--- config.mk ---
export PLATFORM = sky130hd
export DESIGN_NAME = mem_stage_ctrl_flat
export DESIGN_NICKNAME = d
export VERILOG_FILES = /design/src/rtl/mem_stage_ctrl_if.sv /design/src/rtl/mem_stage_ctrl.sv /design/src/flat_wrapper.sv
export SDC_FILE = /design/constraint.sdc
export NUM_CORES = 1
export LEC_CHECK = 0
export CORE_MARGIN = 2
export CORE_UTILIZATION = 31
export CTS_CLUSTER_DIAMETER = 200
export DETAILED_ROUTE_END_ITERATION = 16
export GPL_TIMING_DRIVEN = 0
export PLACE_DENSITY = 0.69
export SYNTH_ARGS = -nofsm -noshare
export SYNTH_HDL_FRONTEND = slang
export SYNTH_SLANG_ARGS = --single-unit
--- constraint.sdc ---
create_clock -name clk -period 1.5 [get_ports clk]
set_input_delay 0.15 -clock clk [delete_from_list [all_inputs] [get_ports clk]]
set_output_delay 0.15 -clock clk [all_outputs]
set_load 0.005 [all_outputs]
--- src/rtl/mem_stage_ctrl_if.sv ---
// -----------------------------------------------------------------------------
// mem_stage_ctrl_if
// Data-memory bus between the memory-stage controller and the data memory.
//   mem_req   : access request (controller -> memory)
//   mem_wr    : 1 = write, 0 = read, meaningful while mem_req
//   mem_addr  : access address
//   mem_wdata : store data
//   mem_dump  : one-cycle dump pulse
//   mem_ready : memory completes the access this cycle (memory -> controller)
//   mem_rdata : read data, valid when mem_ready
// -----------------------------------------------------------------------------
interface mem_stage_ctrl_if;
  logic        mem_req;
  logic        mem_wr;
  logic [15:0] mem_addr;
  logic [15:0] mem_wdata;
  logic        mem_dump;
  logic        mem_ready;
  logic [15:0] mem_rdata;

  modport master (
    output mem_req, mem_wr, mem_addr, mem_wdata, mem_dump,
    input  mem_ready, mem_rdata
  );

  modport slave (
    input  mem_req, mem_wr, mem_addr, mem_wdata, mem_dump,
    output mem_ready, mem_rdata
  );
endinterface

--- src/rtl/mem_stage_ctrl.sv ---
// -----------------------------------------------------------------------------
// mem_stage_ctrl
// Memory-stage controller between the EX/MEM latch and writeback. Issues data
// memory accesses over a req/ready handshake, stalls the upstream pipeline while
// an access is outstanding, flags a sticky error when the memory does not answer
// within MAX_WAIT cycles, and registers the MEM/WB pipeline outputs.
// Ports:
//   clk, rst            : clock, synchronous active-low reset
//   *_in                : EX/MEM control and data (held stable by upstream stall)
//   mem                 : data memory bus (master side)
//   stall_out           : freezes PC, IF/ID, ID/EX, EX/MEM
//   err                 : sticky timeout error, cleared only by reset
//   *_out               : MEM/WB pipeline register outputs
// -----------------------------------------------------------------------------
module mem_stage_ctrl #(
  parameter int MAX_WAIT = 8
) (
  input  logic                   clk,
  input  logic                   rst,
  input  logic                   RegWrite_in,
  input  logic                   MemToReg_in,
  input  logic                   DMemEn_in,
  input  logic                   DMemWrite_in,
  input  logic                   DMemDump_in,
  input  logic [2:0]             WriteRegister_in,
  input  logic [15:0]            aluOutput_in,
  input  logic [15:0]            B_in,
  mem_stage_ctrl_if.master       mem,
  output logic                   stall_out,
  output logic                   err,
  output logic                   RegWrite_out,
  output logic                   MemToReg_out,
  output logic                   halt_out,
  output logic [2:0]             WriteRegister_out,
  output logic [15:0]            aluOutput_out,
  output logic [15:0]            memData_out
);

  localparam logic [1:0] ST_IDLE = 2'd0;
  localparam logic [1:0] ST_BUSY = 2'd1;
  localparam logic [1:0] ST_ERR  = 2'd2;

  localparam logic [3:0] MAX_WAIT_C = 4'(MAX_WAIT);

  logic [1:0]  state_q, state_d;
  logic [3:0]  wait_cnt_q, wait_cnt_d;
  logic        err_q, err_d;
  logic        regwrite_q, regwrite_d;
  logic        memtoreg_q, memtoreg_d;
  logic        halt_q, halt_d;
  logic [2:0]  wreg_q, wreg_d;
  logic [15:0] alu_q, alu_d;
  logic [15:0] mdata_q, mdata_d;

  logic        mem_op;
  logic        dump_op;
  logic        req;
  logic        wr;
  logic        rd_done;
  logic [3:0]  wait_inc;

  assign mem_op   = DMemEn_in & ~DMemDump_in;
  assign dump_op  = DMemEn_in & DMemDump_in;
  assign req      = rst & (((state_q == ST_IDLE) & mem_op) | (state_q == ST_BUSY));
  assign wr       = req & DMemWrite_in;
  assign rd_done  = req & ~wr & mem.mem_ready;
  // wait_cnt holds the number of not-ready cycles already seen; the current
  // cycle is therefore number wait_cnt+1 of the access.
  assign wait_inc = wait_cnt_q + 4'd1;

  assign mem.mem_req   = req;
  assign mem.mem_wr    = wr;
  assign mem.mem_addr  = aluOutput_in;
  assign mem.mem_wdata = B_in;
  assign mem.mem_dump  = rst & (state_q == ST_IDLE) & dump_op;
  assign stall_out     = rst & ((req & ~mem.mem_ready) | (state_q == ST_ERR));

  assign err               = err_q;
  assign RegWrite_out      = regwrite_q;
  assign MemToReg_out      = memtoreg_q;
  assign halt_out          = halt_q;
  assign WriteRegister_out = wreg_q;
  assign aluOutput_out     = alu_q;
  assign memData_out       = mdata_q;

  // Access FSM and wait counter next-state logic
  always_comb begin
    state_d    = state_q;
    wait_cnt_d = wait_cnt_q;
    case (state_q)
      ST_IDLE: begin
        if (mem_op & ~mem.mem_ready) begin
          // First not-ready cycle may already exhaust a MAX_WAIT of 1.
          if (MAX_WAIT_C == 4'd1) begin
            state_d = ST_ERR;
          end else begin
            state_d = ST_BUSY;
          end
          wait_cnt_d = 4'd1;
        end else begin
          state_d    = ST_IDLE;
          wait_cnt_d = 4'd0;
        end
      end
      ST_BUSY: begin
        if (mem.mem_ready) begin
          state_d    = ST_IDLE;
          wait_cnt_d = 4'd0;
        end else if (wait_inc == MAX_WAIT_C) begin
          state_d    = ST_ERR;
          wait_cnt_d = wait_inc;
        end else begin
          state_d    = ST_BUSY;
          wait_cnt_d = wait_inc;
        end
      end
      ST_ERR: begin
        state_d    = ST_ERR;
        wait_cnt_d = wait_cnt_q;
      end
      default: begin
        state_d    = ST_IDLE;
        wait_cnt_d = 4'd0;
      end
    endcase
    err_d = (state_d == ST_ERR);
  end

  // MEM/WB register next-state: bubble on stall, data fields hold
  always_comb begin
    regwrite_d = regwrite_q;
    memtoreg_d = memtoreg_q;
    halt_d     = halt_q;
    wreg_d     = wreg_q;
    alu_d      = alu_q;
    mdata_d    = mdata_q;
    if (stall_out) begin
      regwrite_d = 1'b0;
      memtoreg_d = 1'b0;
      halt_d     = 1'b0;
    end else begin
      regwrite_d = RegWrite_in;
      memtoreg_d = MemToReg_in;
      halt_d     = dump_op;
      wreg_d     = WriteRegister_in;
      alu_d      = aluOutput_in;
    end
    if (rd_done) begin
      mdata_d = mem.mem_rdata;
    end else begin
      mdata_d = mdata_q;
    end
  end

  // State, counter, error and MEM/WB flops with synchronous active-low reset
  always_ff @(posedge clk) begin
    if (!rst) begin
      state_q    <= ST_IDLE;
      wait_cnt_q <= 4'd0;
      err_q      <= 1'b0;
      regwrite_q <= 1'b0;
      memtoreg_q <= 1'b0;
      halt_q     <= 1'b0;
      wreg_q     <= 3'd0;
      alu_q      <= 16'd0;
      mdata_q    <= 16'd0;
    end else begin
      state_q    <= state_d;
      wait_cnt_q <= wait_cnt_d;
      err_q      <= err_d;
      regwrite_q <= regwrite_d;
      memtoreg_q <= memtoreg_d;
      halt_q     <= halt_d;
      wreg_q     <= wreg_d;
      alu_q      <= alu_d;
      mdata_q    <= mdata_d;
    end
  end

endmodule

--- src/flat_wrapper.sv ---
// flat-port wrapper written by rule: the top's interface ports become plain ports
module mem_stage_ctrl_flat 
#(
  parameter int MAX_WAIT = 8
)
  (clk, rst, RegWrite_in, MemToReg_in, DMemEn_in, DMemWrite_in, DMemDump_in, WriteRegister_in, aluOutput_in, B_in, stall_out, err, RegWrite_out, MemToReg_out, halt_out, WriteRegister_out, aluOutput_out, memData_out, mem_mem_req, mem_mem_wr, mem_mem_addr, mem_mem_wdata, mem_mem_dump, mem_mem_ready, mem_mem_rdata);
  mem_stage_ctrl_if mem_i ();
  input  logic clk;
  input  logic rst;
  input  logic RegWrite_in;
  input  logic MemToReg_in;
  input  logic DMemEn_in;
  input  logic DMemWrite_in;
  input  logic DMemDump_in;
  input  logic [2:0] WriteRegister_in;
  input  logic [15:0] aluOutput_in;
  input  logic [15:0] B_in;
  output logic stall_out;
  output logic err;
  output logic RegWrite_out;
  output logic MemToReg_out;
  output logic halt_out;
  output logic [2:0] WriteRegister_out;
  output logic [15:0] aluOutput_out;
  output logic [15:0] memData_out;
  output wire logic [$bits(mem_i.mem_req)-1:0] mem_mem_req;
  output wire logic [$bits(mem_i.mem_wr)-1:0] mem_mem_wr;
  output wire logic [$bits(mem_i.mem_addr)-1:0] mem_mem_addr;
  output wire logic [$bits(mem_i.mem_wdata)-1:0] mem_mem_wdata;
  output wire logic [$bits(mem_i.mem_dump)-1:0] mem_mem_dump;
  input wire logic [$bits(mem_i.mem_ready)-1:0] mem_mem_ready;
  input wire logic [$bits(mem_i.mem_rdata)-1:0] mem_mem_rdata;
  assign mem_mem_req = mem_i.mem_req;
  assign mem_mem_wr = mem_i.mem_wr;
  assign mem_mem_addr = mem_i.mem_addr;
  assign mem_mem_wdata = mem_i.mem_wdata;
  assign mem_mem_dump = mem_i.mem_dump;
  assign mem_i.mem_ready = mem_mem_ready;
  assign mem_i.mem_rdata = mem_mem_rdata;
  mem_stage_ctrl #(.MAX_WAIT(MAX_WAIT)) u_core (.clk(clk), .rst(rst), .RegWrite_in(RegWrite_in), .MemToReg_in(MemToReg_in), .DMemEn_in(DMemEn_in), .DMemWrite_in(DMemWrite_in), .DMemDump_in(DMemDump_in), .WriteRegister_in(WriteRegister_in), .aluOutput_in(aluOutput_in), .B_in(B_in), .mem(mem_i), .stall_out(stall_out), .err(err), .RegWrite_out(RegWrite_out), .MemToReg_out(MemToReg_out), .halt_out(halt_out), .WriteRegister_out(WriteRegister_out), .aluOutput_out(aluOutput_out), .memData_out(memData_out));
endmodule
# Word level (Yosys, flattened, before mapping)
# Index checks and enable logic that the tools add are counted.
# Widths: inputs -> output; s select.
totals:
  register_bits: 45
  in_bits: 59
classes:
  add_sub_neg: 1
  eq_ne: 4
  muxes: 7
  bitwise: 18
  reduce_logical: 2
op_table:
  columns: ["cell", "n"]
  rows:
  - ["$and 1x1->1", 12]
  - ["$pmux 4 s3", 1]
  - ["$pmux 2 s3", 1]
  - ["$add 4x1->4 const B", 1]
  - ["$eq 2x2->1 const B", 2]
  - ["$eq 4x4->1 const B", 1]
  - ["$mux 2", 2]
  - ["$mux 4", 1]
  - ["$not 1->1", 4]
  - ["$eq 2x1->1 const B", 1]
  - ["$logic_not 2->1", 1]
  - ["$mux 1", 2]
  - ["$or 1x1->1", 2]
  - ["$reduce_or 2->1", 1]

# Longest topological paths before layout
# Gate-level depths: netlist of run 1.
logic_depth:
  ltp_word: 9
  depth_mapped: 6
  depth_no_buf: 4

# Worst setup path before layout of run 1
# No wires, ideal clock.
synth_timing:
  path_type: "reg2reg"
  startpoint: "register u_core.state_q[1]"
  endpoint: "register u_core.mdata_q[10], in the netlist u_core.memData_out[10]"
  setup_ns: 0.128
  arrival_ns: 1.155
  required_ns: 1.372
  slack_ns: 0.217
  stages_incl_launch_ff: 7
  path_cell_list: "dfxtp_1 buf_6 and4bb_4 o21ai_4 buf_8 mux2i_1 nor2_1"
synth_via:
  elab_chain_cells: 8
synth_lines:
  columns: ["item", "line_no", "source"]
  rows:
  - ["start: declaration", "mem_stage_ctrl.sv:45", "logic [1:0] state_q, state_d;"]
  - ["start signal: assignment", "mem_stage_ctrl.sv:168", "state_q <= state_d;"]
  - ["$logic_not 2->1", "mem_stage_ctrl.sv:64", "assign req = rst & (((state_q == ST_IDLE) & mem_op) | (state_q == ST_BUSY));"]
  - ["$and 1x1->1", "mem_stage_ctrl.sv:64", null]
  - ["$or 1x1->1 *", "mem_stage_ctrl.sv:64", null]
  - ["$and 1x1->1 *", "mem_stage_ctrl.sv:64", null]
  - ["$and 1x1->1", "mem_stage_ctrl.sv:65", "assign wr = req & DMemWrite_in;"]
  - ["$not 1->1", "mem_stage_ctrl.sv:66", "assign rd_done = req & ~wr & mem.mem_ready;"]
  - ["$and 1x1->1 * (2 in a row)", "mem_stage_ctrl.sv:66", null]
  - ["end signal: assignment", "mem_stage_ctrl.sv:176", "mdata_q <= mdata_d;"]
  - ["end: declaration", "mem_stage_ctrl.sv:53", "logic [15:0] mdata_q, mdata_d;"]
# Mark *: on every way between the ends. The rest lies on a longest branch, timed or not.
# A chain may end at the register's enable or synchronous reset.

# Final worst setup path of run 1
layout_timing:
  startpoint: "register u_core.state_q[0]"
  endpoint: "output port mem_mem_wr"
layout_via:
  elab_chain_cells: 5
layout_lines:
  columns: ["item", "line_no", "source"]
  rows:
  - ["$logic_not 2->1", "mem_stage_ctrl.sv:64", null]
  - ["$and 1x1->1", "mem_stage_ctrl.sv:64", null]
  - ["$or 1x1->1 *", "mem_stage_ctrl.sv:64", null]
  - ["$and 1x1->1 *", "mem_stage_ctrl.sv:64", null]
  - ["$and 1x1->1 *", "mem_stage_ctrl.sv:65", null]
  - ["end: declaration", "flat_wrapper.sv:27", "output wire logic [$bits(mem_i.mem_wr)-1:0] mem_mem_wr;"]
# Marks and branches as above.

==> results.md, run 1 <==
Clock network:
- In this run the number of H-tree levels came out at 2.
- Clock tree synthesis inserted a total of 5 buffers.
- The clock transition at the registers of the reported paths is 80 ps.
- The library cell used as clock root buffer is sky130_fd_sc_hd__clkbuf_8.
- The clock passes through at most 2 buffers.
- The count of hold buffers inserted by post-cts repair is 0.
- For this design, the sink count on the clock tree is 45.
- The clock tree from TritonCTS is done.
- The source-to-sink clock delay at the later pin of the worst-skew pair is 290 ps.

Logic synthesis:
- By area, the combinational part of the netlist is dominated by simple AND/OR/NAND/NOR gates.
- Of the total synthesized cell area, the portion taken by XOR and XNOR cells is 0.00432.
- The synthesized netlist occupies a cell area of 0.00203 mm².
- In the synthesized netlist the dominant register cell turns out to be sky130_fd_sc_hd__dfxtp_1.
- Of the total synthesized cell area, the portion taken by AND, OR, NAND and NOR gates is 0.190.
- The largest total area in the synthesized netlist belongs to sky130_fd_sc_hd__dfxtp_1.
- Of the total synthesized cell area, the portion taken by full adders, half adders and majority gates is 0.00617.
- The post-synthesis cell type count is 33.
- In this run, synthesis produced a sequential element count of 45.
- Dividing the synthesized area by the synthesized cell count gives 9.13 µm².
- After synthesis, the cell types taking the most area are sky130_fd_sc_hd__dfxtp_1 (44%), sky130_fd_sc_hd__buf_4 (13%), sky130_fd_sc_hd__mux2i_1 (8.4%).
- The compound-cell area share of the yosys netlist was 0.0963.
- After synthesis, the share of cell area in mux cells is 0.0840.
- The number of flops mapped to enable cells by yosys is 0.
- The synthesized netlist cell count is 222.
- After synthesis, the share of flip-flops with an asynchronous set or reset is 0.
- The proportion of synthesized chip area in sequential cells is 0.444.
- The area share of the leading cell type in the synthesized netlist is 0.444.
- The number of warning messages in the yosys log is 0.
- The synthesized net count is 282.

STA:
- The shortest clock period the worst path allows after layout is 1520 ps.
- The final max-slew violation count was 0.
- In the final timing run, aggregate negative setup slack is -29.8 ps.
- The count of endpoints failing setup in the final report is 2.
- Setup repair after global routing could not meet its margin everywhere.
- The minimum setup slack in the final design is -24.7 ps.
- Dividing the final minimum period by the clock period gives 1.02.
- At the pin with the least slew margin, the transition time is 472 ps.
- Final hold analysis gives a worst-case slack of 168 ps.
- The max-slew headroom at the worst pin is 0.685.
- Across the routed clock network, the largest skew measured is 2.99 ps.
- Derived from the worst setup path, the maximum achievable clock frequency is 656 MHz.
- The hold violation count in the final report is 0.

Layout:
- The finished cells cover 0.00344 mm².
- The final net count is 409.
- The signed area change from the synthesized netlist to the final layout is 69.6%.
- The share of cells above drive strength 1 is 0.180.
- Measured on the finished design, the core utilization comes to 0.541.
- Leaving out fill and tap cells, the most frequent cell in the layout is sky130_fd_sc_hd__clkdlybuf4s50_1.
- In the layout the commonest cells are sky130_fd_sc_hd__clkdlybuf4s50_1 (109), sky130_fd_sc_hd__dfxtp_1 (44), sky130_fd_sc_hd__buf_4 (35), sky130_fd_sc_hd__nand3_1 (21), sky130_fd_sc_hd__nand2_1 (21).

Run:
- Max-cap violations in this run came to 0.

Route:
- The wire length per cell is 12.5 µm.
- Dividing the detail-routed via count by the number of cells gives 4.47.
- The first detailed-routing pass took 4 iterations.
- The count of nets left with antenna violations after detail routing is 0.
- The detailed router finished its first iteration with 76 violations.
- After detailed routing, the number of remaining DRC violations is 0.
- The total wire length is 5350 µm.
- The routed via count is 1,913.

Worst hold path:
- The path class of the tightest hold or removal check is in2reg.

Power and ir drop:
- Cell internal power was estimated by the tool at 1.93 mW.
- The share of total power dissipated in sequential elements is 0.502.
- IR analysis of the VDD net gives a maximum drop of 0.000380 V.
- The combinational share of power is 0.213.
- The power per cell area is 734 mW/mm².
- The net switching power figure is 0.588 mW.
- The power share of the clock group is 0.285.
- The static leakage is 1.47 nW.
- The switching share of power is 0.233.

Outcome:
- The flow ran to the end, but the final reports show violations.
- The final reports fail on negative setup slack.

GRT:
- The total overflow reported by the global router is 0.
- The global-route wire length before repair is 8430 µm.
- Entering global routing, the biggest net connects 13 pins.
- The total track usage is 0.145.
- The number of global-route vias before repair is 1,795.
- The initial antenna violation count came to 1.

Die:
- The vertical die dimension is 84.9 µm.
- The overall die area is 0.00720 mm².
- The effective utilization at floorplan is 0.319.
- In this run the count of I/O pins placed on the die edge is 134.
- The die span in x is 84.9 µm.
- The floorplan has 29 rows.
- The core outline area is 0.00635 mm².

Setup path:
- In this run the worst path has a maximum fanout of 7.
- For this design, the slowest cell found on the critical path is sky130_fd_sc_hd__dfxtp_1.
- The required time of the critical path is 1350 ps.
- The total buffers and inverters traversed by the critical path is 2.
- The peak per-stage delay on the critical path is 310 ps.
- The class of the most critical setup path is reg2out.
- Data arrives at the worst endpoint at 1370 ps.
- The kind of capture point of the worst setup path is an output pin.
- The critical path goes through buf_6 > o21ai_4 > nor2_1 > and2_1 > dlygate4sd2_1.
- The startpoint type of the worst setup path is a register.
- Broken down by cell family, the worst path's largest delay share belongs to buffers and inverters.

Place:
- The final HPWL from detailed placement is 4020 µm.
- The number of port buffers is 116.
- The cell area after placement is 0.00328 mm².
- The final weighted congestion of routability-driven global placement is 0.841.
## path summary, 6_finish.rpt
path                                   to               startpoint  cells past startpoint  slack [ps]
setup / recovery               mem_mem_wr        u_core.state_q[0]                      5         -20
hold / removal          u_core.state_q[0]                      rst                      3         170
setup reg to reg  u_core.aluOutput_out[9]        u_core.state_q[1]                      7         110
hold reg to reg   u_core.aluOutput_out[3]  u_core.aluOutput_out[3]                      2         460
## power by group through the flow
| stage | clock [mW] | sequential [mW] | combinational [mW] |
|---|---|---|---|
| 6_report | 0.720 | 1.27 | 0.537 |
| 5_1_grt | 0.808 | 1.27 | 0.578 |
| 4_1_cts | 0.750 | 1.27 | 0.535 |
| 3_5_place_dp | 0 | 1.29 | 0.528 |
| 3_3_place_gp | 0 | 1.29 | 0.523 |
| 2_1_floorplan | 0 | 1.30 | 0.188 |
## worst min-delay path: stages
cell	delay, ps
sky130_fd_sc_hd__buf_2	150
sky130_fd_sc_hd__o21ai_4	70
sky130_fd_sc_hd__nor4_1	50
## cell usage after synthesis (2+ instances only)
master and n:
sky130_fd_sc_hd__a21oi_1 4, sky130_fd_sc_hd__dfxtp_1 45, sky130_fd_sc_hd__nand2_1 21, sky130_fd_sc_hd__and2_1 2
sky130_fd_sc_hd__clkbuf_1 4, sky130_fd_sc_hd__nor3b_2 2, sky130_fd_sc_hd__buf_1 2, sky130_fd_sc_hd__nor2_1 20
sky130_fd_sc_hd__o21ai_0 11, sky130_fd_sc_hd__buf_4 35, sky130_fd_sc_hd__o21ai_1 10, sky130_fd_sc_hd__nand3_1 21
sky130_fd_sc_hd__nand2b_1 2, sky130_fd_sc_hd__inv_1 4, sky130_fd_sc_hd__buf_6 3, sky130_fd_sc_hd__nor3_1 2
sky130_fd_sc_hd__mux2i_1 17, sky130_fd_sc_hd__a311oi_1 2
## area by class of cell
type / count / area [µm²]
Inverter: 4 / 15.0
Antenna cell: 1 / 2.50
Tap cell: 77 / 96.3
Multi-Input combinational cell: 127 / 797
Fill cell: 590 / 2910
Sequential cell: 45 / 902
Buffer: 46 / 355
Timing Repair Buffer: 120 / 1190
Clock buffer: 8 / 80.1
## flip-flops by register name, summed over array words and instances (netlist names)
register,cells
u_core.memData_out,16
u_core.err,1
u_core.MemToReg_out,1
u_core.WriteRegister_out,3
u_core.state_q,2
u_core.RegWrite_out,1
u_core.aluOutput_out,16
u_core.wait_cnt_q,4
u_core.halt_out,1
## metal layers
layer	GRT usage	up-vias	part of all wire
met5	0	-	0
met4	0.0563	0	0.013
met3	0.0467	4	0.075
met2	0.243	71	0.50
met1	0.174	868	0.41
li1	-	970	-
## through the flow
| stage | total power, mW | cells | worst slack [ps] |
|---|---|---|---|
| after floorplan | 1.49 | 222 | 217 |
| after global placement | 1.81 | 415 | -459 |
| after detailed placement | 1.82 | 415 | -461 |
| after CTS | 2.55 | 425 | -54.2 |
| after global routing | 2.66 | 427 | -102 |
| final | 2.52 | 428 | -24.7 |
## repair_timing
action,4_1_cts,5_1_grt
endpoints found under the setup margin,4,15
buffers inserted,2,2
pin swaps,1,0
gates cloned,0,0
gates resized for setup,16,10
hold endpoints to repair,0,0
## logic make-up after synthesis
kind of cell             after synthesis
AO/OA/AOI/OAI                         32
XOR/XNOR                               1
adder cells (fa/ha/maj)                1
buffers and inverters                 50
flip-flops                            45
multiplexers                          17
AND/OR/NAND/NOR                       76
No activity file was read; power rests on OpenSTA's default activity.
==> inputs of run 2 (changes only) <==
Settings changed: ABC_AREA set to 0.
Clock period 1.5 ns to 1.7 ns, I/O delays scaled along.
==> run 2 against run 1 <==
Against the previous run:
- the run now ends clean
- setup slack improved by 120 ps
- die area is the same
- final area is 1.3% lower
- global-route usage about the same
- clock-buffer cell count unchanged
- critical path depth grew 1
- core utilization is 0.69 points lower
- cell count is 0.70% lower
- largest cell class unchanged
==> results.md, run 2 (same netlist as run 1, synthesis figures left out) <==
Outcome:
- The flow ran to the end, and the final reports show no timing, DRC or antenna violations.

Route:
- In the routed design, unresolved DRC markers number 0.
- The routed via count is 1,902.
- After detailed routing, the number of vias per cell comes to 4.48.
- The first detailed-routing pass took 4 iterations.
- The count of nets left with antenna violations after detail routing is 0.
- The DRC marker count from the first detailed-route iteration is 53.
- For this block, the routed nets add up to 5260 µm of wire.
- Dividing the detail-routed wire length by the instance count gives 12.4 µm.

Layout:
- The summed area of non-filler cells in the final layout is 0.00339 mm².
- Registers take 901 µm².
- The share of cells above drive strength 1 is 0.164.
- The layout has 584 filler cells.
- The core utilization of the finished layout is 0.534.
- The library cells used most frequently in the layout, excluding fill and tap cells, are sky130_fd_sc_hd__clkdlybuf4s50_1 (111), sky130_fd_sc_hd__dfxtp_1 (45), sky130_fd_sc_hd__buf_4 (36), sky130_fd_sc_hd__nand3_1 (21), sky130_fd_sc_hd__nand2_1 (21).
- The signed area change from the synthesized netlist to the final layout is 67.4%.
- The count of antenna diodes in the layout is 0.
- Leaving out fill and tap cells, the most frequent cell in the layout is sky130_fd_sc_hd__clkdlybuf4s50_1.
- The final net count is 407.
- In the final layout, the multi-input gates occupy 783 µm².

Clock network:
- For the worst-skew pair, the clock arrives at the later sink with an insertion delay of 290 ps.
- The number of CTS-inserted buffers is 5.
- The clock transition at the registers of the reported paths is 80 ps.
- The clock sink total is 45.
- The number of hold buffers added after CTS was 0.
- The clock tree from TritonCTS is done.
- CTS built an H-tree with a depth of 2.
- The library cell used as clock root buffer is sky130_fd_sc_hd__clkbuf_8.
- The maximum buffer depth of the clock tree is 2.

STA:
- In the finished design, the share of the clock period the worst path needs comes to 0.946.
- For this run, the top clock speed supported by timing is 622 MHz.
- The post-route clock skew is 4.33 ps.
- For the pin with the worst max-slew slack, the measured transition is 473 ps.
- The final max-slew violation count is 0.
- The shortest clock period the worst path allows after layout is 1610 ps.
- The max-slew headroom at the worst pin is 0.685.
- Setup repair after global routing left no endpoint under its margin.
- The hold violation count in the final report came to 0.
- Hold is met by 172 ps.
- Setup violations remaining at the end of the flow were counted as 0.
- Setup slack closes at 92.6 ps.

Setup path:
- The setup path with the least slack is of type in2out.
- The required time of the critical path is 1530 ps.
- The worst setup slack for register-to-register paths is 260 ps.
- The kind of capture point of the worst setup path is an output pin.
- The worst reg2reg path endpoint is u_core.WriteRegister_out[1].
- In this design, the stage delay of the slowest critical-path cell is 410 ps.
- For the worst flop-to-flop path, the logic depth is 7.
- The largest fanout on the critical path is 4.
- The reg-to-reg startpoint is u_core.state_q[1].
- On the critical path, the stage with the largest delay is an instance of sky130_fd_sc_hd__clkdlybuf4s50_1.
- Data arrives at the worst endpoint at 1440 ps.
- Walking the worst path, the cells encountered are clkdlybuf4s50_1 > and2b_4 > buf_6 > o31a_4 > and2_1 > buf_2.
- The startpoint type of the worst setup path is an input port.

GRT:
- The initial antenna violation count is 0.
- Summed over all layers, the global routing overflow is 0.
- The number of global-route vias before repair was 1,794.
- The global-route wire length before repair is 8440 µm.
- The total track usage is 0.145.
- The pin count of the biggest net entering global routing is 13.

Power and ir drop:
- The worst-case IR drop observed on VDD is 0.000331 V.
- Overall power consumption after layout is estimated at 2.22 mW.
- The analysis attributes to cell leakage a power of 1.46 nW.
- In this run the power density over the cells is 654 mW/mm².

Die:
- For this design the top-level I/O count stands at 134.
- The overall die area is 0.00720 mm².
- The initial utilization of the core area, before any placement, comes to 0.319.
- The die span in x is 84.9 µm.
- The floorplan has 29 rows.
- The die is 84.9 µm tall.
- The total area inside the core boundary comes to 0.00635 mm².

Worst hold path:
- The worst hold path cell count is 3.
- The type of the most critical hold path is in2reg.
- The startpoint of the lowest-slack hold path is rst.
- The worst hold path terminates at u_core.state_q[0].

Place:
- The final weighted congestion of routability-driven global placement is 0.841.
- The number of port buffers is 116.
- The worst setup timing slack at the placement stage is -301 ps.
- The final HPWL from detailed placement is 4020 µm.
- The cell area after placement is 0.00328 mm².

Run:
- Across the run, the number of max-cap violations was 0.
[run 2: metrics by stage]
stage | instances | setup TNS, ps
floorplan | 222 | 0
global placement | 415 | -1080
detailed placement | 415 | -1240
CTS | 425 | -3.28
global route | 425 | 0
finish | 425 | 0
[run 2: critical path: cells and delay by family]
family,cells,cell delay [ps]
buffers and inverters,3,650
AOI/OAI and AO/OA,1,270
and+or+nand+nor,2,330
[run 2: timing repair]
action,CTS,global route
resized for setup,10,3
setup endpoints to repair,4,3
setup buffers,2,0
pin swaps,1,0
[run 2: power by group]
part / switching, mW / leakage [nW] / internal [mW]
clock network: 0.344 / 0.0395 / 0.292
registers: 0.0208 / 0.369 / 1.10
logic: 0.152 / 1.05 / 0.315
total: 0.516 / 1.46 / 1.70
[run 2: routing by layer]
layer  global-route usage  routed length (µm)
met3               0.0467                 408
met4               0.0563                  72
met2                0.243                2600
met5                    0                   0
met1                0.173                2180
[run 2: worst max-delay path by stage]
| stage | from | to | slack [ps] | cells after the start |
|---|---|---|---|---|
| after floorplan | u_core.state_q[1] | u_core.memData_out[10] | 420 | 6 |
| after global placement | DMemDump_in | stall_out | -300 | 5 |
| after detailed placement | DMemDump_in | stall_out | -300 | 5 |
| after CTS | u_core.state_q[0] | mem_mem_dump | -3 | 3 |
| after global routing | u_core.state_q[1] | stall_out | 30 | 5 |
| final | DMemEn_in | stall_out | 90 | 6 |
[run 2: final cells by class]
type | instances | area share
buffer | 46 | 0.100
clock buffer | 8 | 0.0236
inverter | 4 | 0.00442
multi-input combinational | 127 | 0.231
sequential | 45 | 0.265
tap | 77 | 0.0284
timing repair buffer | 118 | 0.347
